**src/rtl/bram_mem_initiator.sv**
```systemverilog
// bram_mem_initiator: core-side load/store requester for a single-cycle-latency BRAM port, doing read-modify-write for sub-word stores.
// Optional load/store counters are built only when BRAM_INIT_STATS_EN is defined.
module bram_mem_initiator #(
  parameter int DATA_WIDTH = 32,
  parameter int ADDR_WIDTH = 8,
  parameter int BE_WIDTH   = DATA_WIDTH / 8
) (
  input  logic                  clock,
  input  logic                  reset,
  input  logic                  req_valid,
  output logic                  req_ready,
  input  logic                  req_write,
  input  logic [ADDR_WIDTH-1:0] req_address,
  input  logic [BE_WIDTH-1:0]   req_byte_en,
  input  logic [DATA_WIDTH-1:0] req_wdata,
  output logic                  resp_valid,
  input  logic                  resp_ready,
  output logic [DATA_WIDTH-1:0] resp_rdata,
  output logic                  bram_write_enable,
  output logic [ADDR_WIDTH-1:0] bram_address,
  output logic [DATA_WIDTH-1:0] bram_write_data,
  input  logic [DATA_WIDTH-1:0] bram_read_data,
  output logic [31:0]           stat_reads,
  output logic [31:0]           stat_writes
);
  typedef enum logic [2:0] {IDLE, RD_ADDR, RD_DATA, RMW_ADDR, RMW_DATA, RMW_WR, WR, RESP} state_t;
  state_t                state_q;
  logic                  req_ready_q, resp_valid_q, we_q;
  logic [DATA_WIDTH-1:0] resp_rdata_q, bram_wdata_q, wdata_q, merged_d;
  logic [ADDR_WIDTH-1:0] bram_addr_q;
  logic [BE_WIDTH-1:0]   be_q;
  logic                  accept, full_store, null_store;
  assign accept     = req_valid & req_ready_q;
  assign full_store = &req_byte_en;
  assign null_store = ~|req_byte_en;
  // Enabled lanes take the latched store data, the rest keep the word just read back.
  for (genvar i = 0; i < BE_WIDTH; i++) begin : g_merge
    assign merged_d[8*i +: 8] = be_q[i] ? wdata_q[8*i +: 8] : bram_read_data[8*i +: 8];
  end
  always_ff @(posedge clock or posedge reset) begin
    if (reset) begin
      state_q      <= IDLE;
      req_ready_q  <= 1'b1;
      resp_valid_q <= 1'b0;
      resp_rdata_q <= '0;
      we_q         <= 1'b0;
      bram_addr_q  <= '0;
      bram_wdata_q <= '0;
      wdata_q      <= '0;
      be_q         <= '0;
    end else begin
      case (state_q)
        IDLE: if (accept) begin
          req_ready_q <= 1'b0;
          bram_addr_q <= req_address;
          wdata_q     <= req_wdata;
          be_q        <= req_byte_en;
          if (!req_write) state_q <= RD_ADDR;
          else if (full_store | null_store) begin
            bram_wdata_q <= req_wdata;
            we_q         <= ~null_store;
            state_q      <= WR;
          end else state_q <= RMW_ADDR;
        end
        RD_ADDR: state_q <= RD_DATA;
        RD_DATA: begin
          resp_rdata_q <= bram_read_data;
          resp_valid_q <= 1'b1;
          state_q      <= RESP;
        end
        RMW_ADDR: state_q <= RMW_DATA;
        RMW_DATA: begin
          bram_wdata_q <= merged_d;
          we_q         <= 1'b1;
          state_q      <= RMW_WR;
        end
        RMW_WR, WR: begin
          we_q         <= 1'b0;
          resp_valid_q <= 1'b1;
          resp_rdata_q <= '0;
          state_q      <= RESP;
        end
        RESP: if (resp_ready) begin
          resp_valid_q <= 1'b0;
          req_ready_q  <= 1'b1;
          state_q      <= IDLE;
        end
      endcase
    end
  end
  assign req_ready         = req_ready_q;
  assign resp_valid        = resp_valid_q;
  assign resp_rdata        = resp_rdata_q;
  assign bram_write_enable = we_q;
  assign bram_address      = bram_addr_q;
  assign bram_write_data   = bram_wdata_q;
`ifdef BRAM_INIT_STATS_EN
  logic [31:0] reads_q, writes_q;
  always_ff @(posedge clock or posedge reset) begin
    if (reset) begin
      reads_q  <= '0;
      writes_q <= '0;
    end else if (accept) begin
      if (req_write) writes_q <= writes_q + 32'd1;
      else reads_q <= reads_q + 32'd1;
    end
  end
  assign stat_reads  = reads_q;
  assign stat_writes = writes_q;
`else
  assign stat_reads  = '0;
  assign stat_writes = '0;
`endif
endmodule

```
**config.mk**
```make
export PLATFORM = sky130hd
export DESIGN_NAME = bram_mem_initiator
export DESIGN_NICKNAME = d
export VERILOG_FILES = /design/src/rtl/bram_mem_initiator.sv
export SDC_FILE = /design/constraint.sdc
export NUM_CORES = 1
export LEC_CHECK = 0
export BUFFER_PORTS_ARGS = -buffer_cell sky130_fd_sc_hd__buf_2
export CELL_PAD_IN_SITES_DETAIL_PLACEMENT = 1
export CELL_PAD_IN_SITES_GLOBAL_PLACEMENT = 1
export CORE_ASPECT_RATIO = 1.5
export CORE_UTILIZATION = 41
export CTS_BUF_LIST = sky130_fd_sc_hd__clkbuf_8
export DETAILED_ROUTE_END_ITERATION = 8
export PLACE_DENSITY_LB_ADDON = 0.1
export SLEW_MARGIN = 20
export SYNTH_ARGS = -nofsm -noshare
export SYNTH_HDL_FRONTEND = slang
export SYNTH_SLANG_ARGS = --single-unit
```
**constraint.sdc**
```tcl
create_clock -name clock -period 5.52 [get_ports clock]
set_input_delay 0.828 -clock clock [delete_from_list [all_inputs] [get_ports clock]]
set_output_delay 0.828 -clock clock [all_outputs]
set_load 0.05 [all_outputs]
```
==> results of run 1 <==
[where the power goes]
group          internal, W  total, W  switching [W]
clock network     0.000390  0.000713       0.000323
logic             0.000632   0.00214        0.00151
registers          0.00123   0.00153       0.000304
[stage by stage]
| step | utilization (%) | hold slack [ns] |
|---|---|---|
| final | 49.3 | 0.477 |
| after CTS | 49.3 | 0.482 |
| after global placement | 46.6 | 0.457 |
| after global routing | 49.3 | 0.504 |
| after detailed placement | 46.6 | 0.466 |
| after floorplan | - | 0.479 |
[worst reg2reg max path, delay by kind of cell (launching register included)]
family,cells,cell delay [ns]
AOI/OAI and AO/OA,2,1.06
buffers and inverters,1,0.41
DFF,1,0.57
and+or+nand+nor,1,0.22
[cell type report]
type / count / share of cell area, %
clock buffers: 21 / 4.52
clock inverters: 9 / 1.04
well taps: 159 / 3.11
repair buffers: 158 / 12.5
multi-input cells: 332 / 34.1
inverters: 1 / 0.0979
flip-flops and latches: 114 / 44.6
[cells by family after synthesis]
| group | count (synthesis) | synth area share [%] |
|---|---|---|
| AO/OA/AOI/OAI | 78 | 11.9 |
| buffers and inverters | 95 | 12.4 |
| flip-flops | 114 | 52.3 |
| multiplexers | 76 | 14.9 |
| other | 1 | 0.0687 |
| AND/OR/NAND/NOR | 114 | 8.41 |
[synthesized netlist by cell type (2+ instances only)]
cell	n
dfrtp_1	113
nand2_1	67
buf_4	65
mux2_2	44
nor2_1	36
mux2i_1	32
o21ai_0	30
a221o_2	28
clkbuf_1	13
buf_6	10
a22o_1	5
a221o_1	4
buf_1	4
a21oi_1	3
buf_2	2
[final timing paths]
| path | startpoint | to | slack [ns] | cells past startpoint |
|---|---|---|---|---|
| hold / removal | resp_rdata[7]$_DFFE_PP0P_ | resp_rdata[7]$_DFFE_PP0P_ | 0.48 | 2 |
| setup / recovery | req_byte_en[1] | bram_write_data[19]$_DFFE_PP0P_ | 2.94 | 5 |
| max in group asynchronous | reset | bram_write_data[1]$_DFFE_PP0P_ | 3.75 | 3 |
| min in group asynchronous | reset | bram_address[1]$_DFFE_PP0P_ | 0.53 | 2 |
| setup reg to reg | req_ready$_DFFE_PP1P_ | bram_write_data[19]$_DFFE_PP0P_ | 3.19 | 4 |
| hold reg to reg | resp_rdata[7]$_DFFE_PP0P_ | resp_rdata[7]$_DFFE_PP0P_ | 0.48 | 2 |
[state kept, by name, indices dropped and copies added, names as in the netlist]
| name | cells |
|---|---|
| be_q | 4 |
| bram_address | 8 |
| bram_write_data | 32 |
| bram_write_enable | 1 |
| req_ready | 1 |
| resp_rdata | 32 |
| resp_valid | 1 |
| state_q | 3 |
| wdata_q | 32 |
[metal layers]
metal	global-route usage (%)	share of wire (%)	vias to the layer above
met2	36.4	52	133
li1	-	-	1826
met5	0	0.094	-
met1	25.4	41	2013
met3	4.66	5.1	17
met4	7.46	1.5	2
==> flow_metrics.tcl, run 1 <==
set metrics [dict create \
    synth_top_cell_area_share_pct 51.8 \
    antenna_found_initial 1 \
    worstSetupEndpointType "register" \
    fin_crit_ns 2.58 \
    postSynth.asyncResetShare_pct 100 \
    layout_commonest_cell "buf_2" \
    final_cell_mix "155 x buf_2, 113 x dfrtp_1, 66 x nand2_1" \
    cpPeakStageDelay_ns 0.78 \
    routed_wl_mm 13.9 \
    cts_buffer_depth 2 \
    synth_enable_flop_cells 0 \
    globalplace.congestion 0.745 \
    die-area_um2 13800 \
    start_util_pct 42.1 \
    fin_skew_ns 0.0128 \
    fin_crit_sh_pct 46.7 \
    numClockSinks 114 \
    ir_drop_v 0.000359 \
    grt_max_degree 63 \
    postRouteAntennaNets 0 \
    vias 3991 \
    hold_viol_final 0 \
    ys_ff_latch 114 \
    cts_hold_buf 0 \
    cp_top_family "compound AO/OA/AOI/OAI gates" \
    firstDrtPassIters 4 \
    instances_no_fill 794 \
    register_area_um2 2850 \
    tns_ns 0 \
    outcome "finished clean" \
    synthFlopType "dfrtp_1" \
    multi_input_area_um2 2180 \
    finalSetupViolations 0 \
    drive_above_1_share_pct 41.9 \
    grt_pass1_vias 4057 \
    critPathArrivalTime_ns 2.93 \
    die_w_um 96.2 \
    syn_area_um2 5460 \
    path_class "in2reg" \
    cts_htree_levels 4 \
    diodes 0 \
    worst_pin_slew_ns 0.996 \
    power.leakage_nw 3.31 \
    cts-resized-gates 0 \
    syn_inst 478 \
    syn_avg_cell_area_um2 11.4 \
    hpwlAfterDp_mm 9.63 \
    cts_buffers 17 \
    p_per_area_nw_per_um2 686 \
    drt_iter0_drc 115 \
    finalInstanceArea_um2 6390 \
    cp-start-kind "input port" \
    slew_headroom_pct 33.6 \
    dpl_worst_slack_ns 2.48 \
    avgViaCountPerCell 5.03 \
    critPathMaxFanout 20 \
    cap_violations 0 \
    postCtsSetupBuffers 0 \
    rsz0062_at_grt "no" \
    grt_use_total_pct 21.1 \
    final_nets 705 \
    numPortBuffers 155 \
    setup_ws_ns 2.94 \
    coreArea_um2 13000 \
    ys_types 37 \
    place_area_um2 6030 \
    clkTransAtPathRegs_ns 0.06 \
    syn2layout_area_growth_pct 17.1 \
    io_pins 220 \
    fill_cells 1490 \
    worstPathCellList "buf_2, or4_4, a2111oi_4, buf_4, a221o_2" \
    path_buf_inv 2 \
    netlist_top_cells_area "dfrtp_1 52%, mux2_2 9.1%, buf_4 8.9%" \
    die_y_um 143 \
    total_power_w 0.00438 \
    timing.final.max_slew_violations 0 \
    cts_root_buffer "clkbuf_8" \
    grt_pass1_wl_mm 21.6 \
    min_path_type "reg2reg" \
    required_ns 5.87 \
    wl_per_cell_um 17.5 \
    synth_area_leader_cell "dfrtp_1" \
    cts_tree "built" \
    dpl.cell_count 764 \
    synth_seq_area_share_pct 52.3 \
    rows 51 \
    slowest_stage "a2111oi_4" \
    fmax_mhz 388 \
    clock_latency_ns 0.42 \
    drc 0 \
    yosysWarningCount 0 \
    grt-ovfl-total 0 \
]
No activity file was read; power rests on OpenSTA's default activity.
==> inputs of run 2 (changes only) <==
--- a/config.mk
+++ b/config.mk
@@ -9,7 +9,7 @@
 export CELL_PAD_IN_SITES_DETAIL_PLACEMENT = 1
 export CELL_PAD_IN_SITES_GLOBAL_PLACEMENT = 1
 export CORE_ASPECT_RATIO = 1.5
-export CORE_UTILIZATION = 41
+export CORE_UTILIZATION = 34
 export CTS_BUF_LIST = sky130_fd_sc_hd__clkbuf_8
 export DETAILED_ROUTE_END_ITERATION = 8
 export PLACE_DENSITY_LB_ADDON = 0.1
==> constraint.sdc (replaced) <==
create_clock -name clock -period 2.3 [get_ports clock]
set_input_delay 0.345 -clock clock [delete_from_list [all_inputs] [get_ports clock]]
set_output_delay 0.345 -clock clock [all_outputs]
set_load 0.05 [all_outputs]
==> run 2 against run 1 <==
- clock skew up 0.0031 ns
- worst hold slack got worse by 0.37 ns
- flip-flop and latch count unchanged
- non-clock buffer count is 12 higher
- first-iteration DRC count unchanged
- utilization is 7.3 points lower
- sequential power up 140%
- via count grew 0.30%
- highest routed layer is now met4
==> flow_metrics.tcl, run 2 (synthesis results as in run 1) <==
set metrics [dict create \
    tns_ns 0 \
    p_per_area_nw_per_um2 1630 \
    slew_headroom_pct 30.8 \
    clkTransAtPathRegs_ns 0.08 \
    clock_latency_ns 0.43 \
    cts_htree_levels 4 \
    dpl.cell_count 819 \
    postRouteAntennaNets 0 \
    globalplace.congestion 0.731 \
    slowest_stage "o21ai_4" \
    grt_max_degree 47 \
    numClockSinks 114 \
    outcome "finished clean" \
    critPathMaxFanout 33 \
    critPathArrivalTime_ns 2.25 \
    die-area_um2 16600 \
    cp_top_family "compound AO/OA/AOI/OAI gates" \
    diodes 0 \
    fin_crit_ns 1.88 \
    postCtsSetupBuffers 0 \
    hpwlAfterDp_mm 10.6 \
    instances_no_fill 852 \
    drive_above_1_share_pct 43.0 \
    rows 56 \
    grt-ovfl-total 0 \
    cts_root_buffer "clkbuf_8" \
    coreArea_um2 15700 \
    io_pins 220 \
    path_buf_inv 0 \
    power.leakage_nw 3.37 \
    avgViaCountPerCell 4.70 \
    wl_per_cell_um 16.8 \
    drt_iter0_drc 115 \
    start_util_pct 34.8 \
    drc 0 \
    min_path_type "in2reg" \
    finalSetupViolations 0 \
    required_ns 2.67 \
    cts_buffers 17 \
    numPortBuffers 155 \
    cap_violations 0 \
    grt_pass1_vias 4189 \
    final_cell_mix "155 x buf_2, 113 x dfrtp_1, 67 x nand2_1" \
    rsz0062_at_grt "no" \
    vias 4003 \
    cpPeakStageDelay_ns 0.80 \
    worstSetupEndpointType "register" \
    cts_buffer_depth 2 \
    routed_wl_mm 14.3 \
    fill_cells 1839 \
    die_y_um 157 \
    antenna_found_initial 0 \
    timing.final.max_slew_violations 0 \
    final_nets 717 \
    path_class "reg2reg" \
    cp-start-kind "register" \
    die_w_um 105 \
    grt_use_total_pct 18.2 \
    cts_hold_buf 1 \
    worstPathCellList "nand3_1, a21oi_2, o21ai_4, a221o_2" \
    layout_commonest_cell "buf_2" \
    cts_tree "built" \
    fmax_mhz 532 \
    ir_drop_v 0.000680 \
    fin_skew_ns 0.0159 \
    grt_pass1_wl_mm 22.9 \
    syn2layout_area_growth_pct 20.8 \
    fin_crit_sh_pct 81.8 \
    hold_viol_final 0 \
    cts-resized-gates 0 \
    firstDrtPassIters 4 \
    worst_pin_slew_ns 1.03 \
]
-- run 2: area by class of cell --
type	instances	area [µm²]	area share, %
Clock buffer	20	275	4.17
Tap cell	203	254	3.85
Clock inverter	12	115	1.75
Multi-Input combinational cell	332	2170	33.0
Sequential cell	114	2850	43.3
Timing Repair Buffer	170	916	13.9
Inverter	1	7.51	0.114
-- run 2: per-stage QoR --
step	util [%]	hold WS [ns]	power, W	setup slack [ns]	instance area [µm²]
2_1_floorplan	-	0.438	0.00773	0.479	5700
3_3_place_gp	39.5	0.458	0.00886	0.211	6190
3_5_place_dp	39.5	0.462	0.00902	0.158	6190
4_1_cts	42.0	0.0676	0.0109	0.401	6600
5_1_grt	42.0	0.0797	0.0114	0.301	6600
6_report	42.0	0.111	0.0108	0.419	6600
-- run 2: path summary, 6_finish.rpt --
check | cells past startpoint | start | slack (ns) | to
setup reg to reg | 4 | req_ready$_DFFE_PP1P_ | 0.42 | bram_write_data[21]$_DFFE_PP0P_
max in group asynchronous | 4 | reset | 1.08 | req_ready$_DFFE_PP1P_
min in group asynchronous | 3 | reset | 0.54 | resp_rdata[5]$_DFFE_PP0P_
hold / removal | 2 | req_write | 0.11 | state_q[0]$_DFFE_PP0P_
hold reg to reg | 2 | resp_rdata[19]$_DFFE_PP0P_ | 0.48 | resp_rdata[19]$_DFFE_PP0P_
setup / recovery | 4 | req_ready$_DFFE_PP1P_ | 0.42 | bram_write_data[21]$_DFFE_PP0P_
-- run 2: metal layers --
layer	wire length (µm)	track usage (%)	part of all wire [%]	up-vias
li1	-	-	-	1861
met1	5770	21.2	40	1988
met2	7590	32.0	53	145
met3	812	5.51	5.7	9
met4	127	5.84	0.89	0
met5	0	0	0	-
-- run 2: power breakdown --
group | leakage, nW | switching, W | internal [W]
Sequential | 1.46 | 0.000666 | 0.00295
Clock | 0.203 | 0.000831 | 0.00103
Combinational | 1.70 | 0.00367 | 0.00161
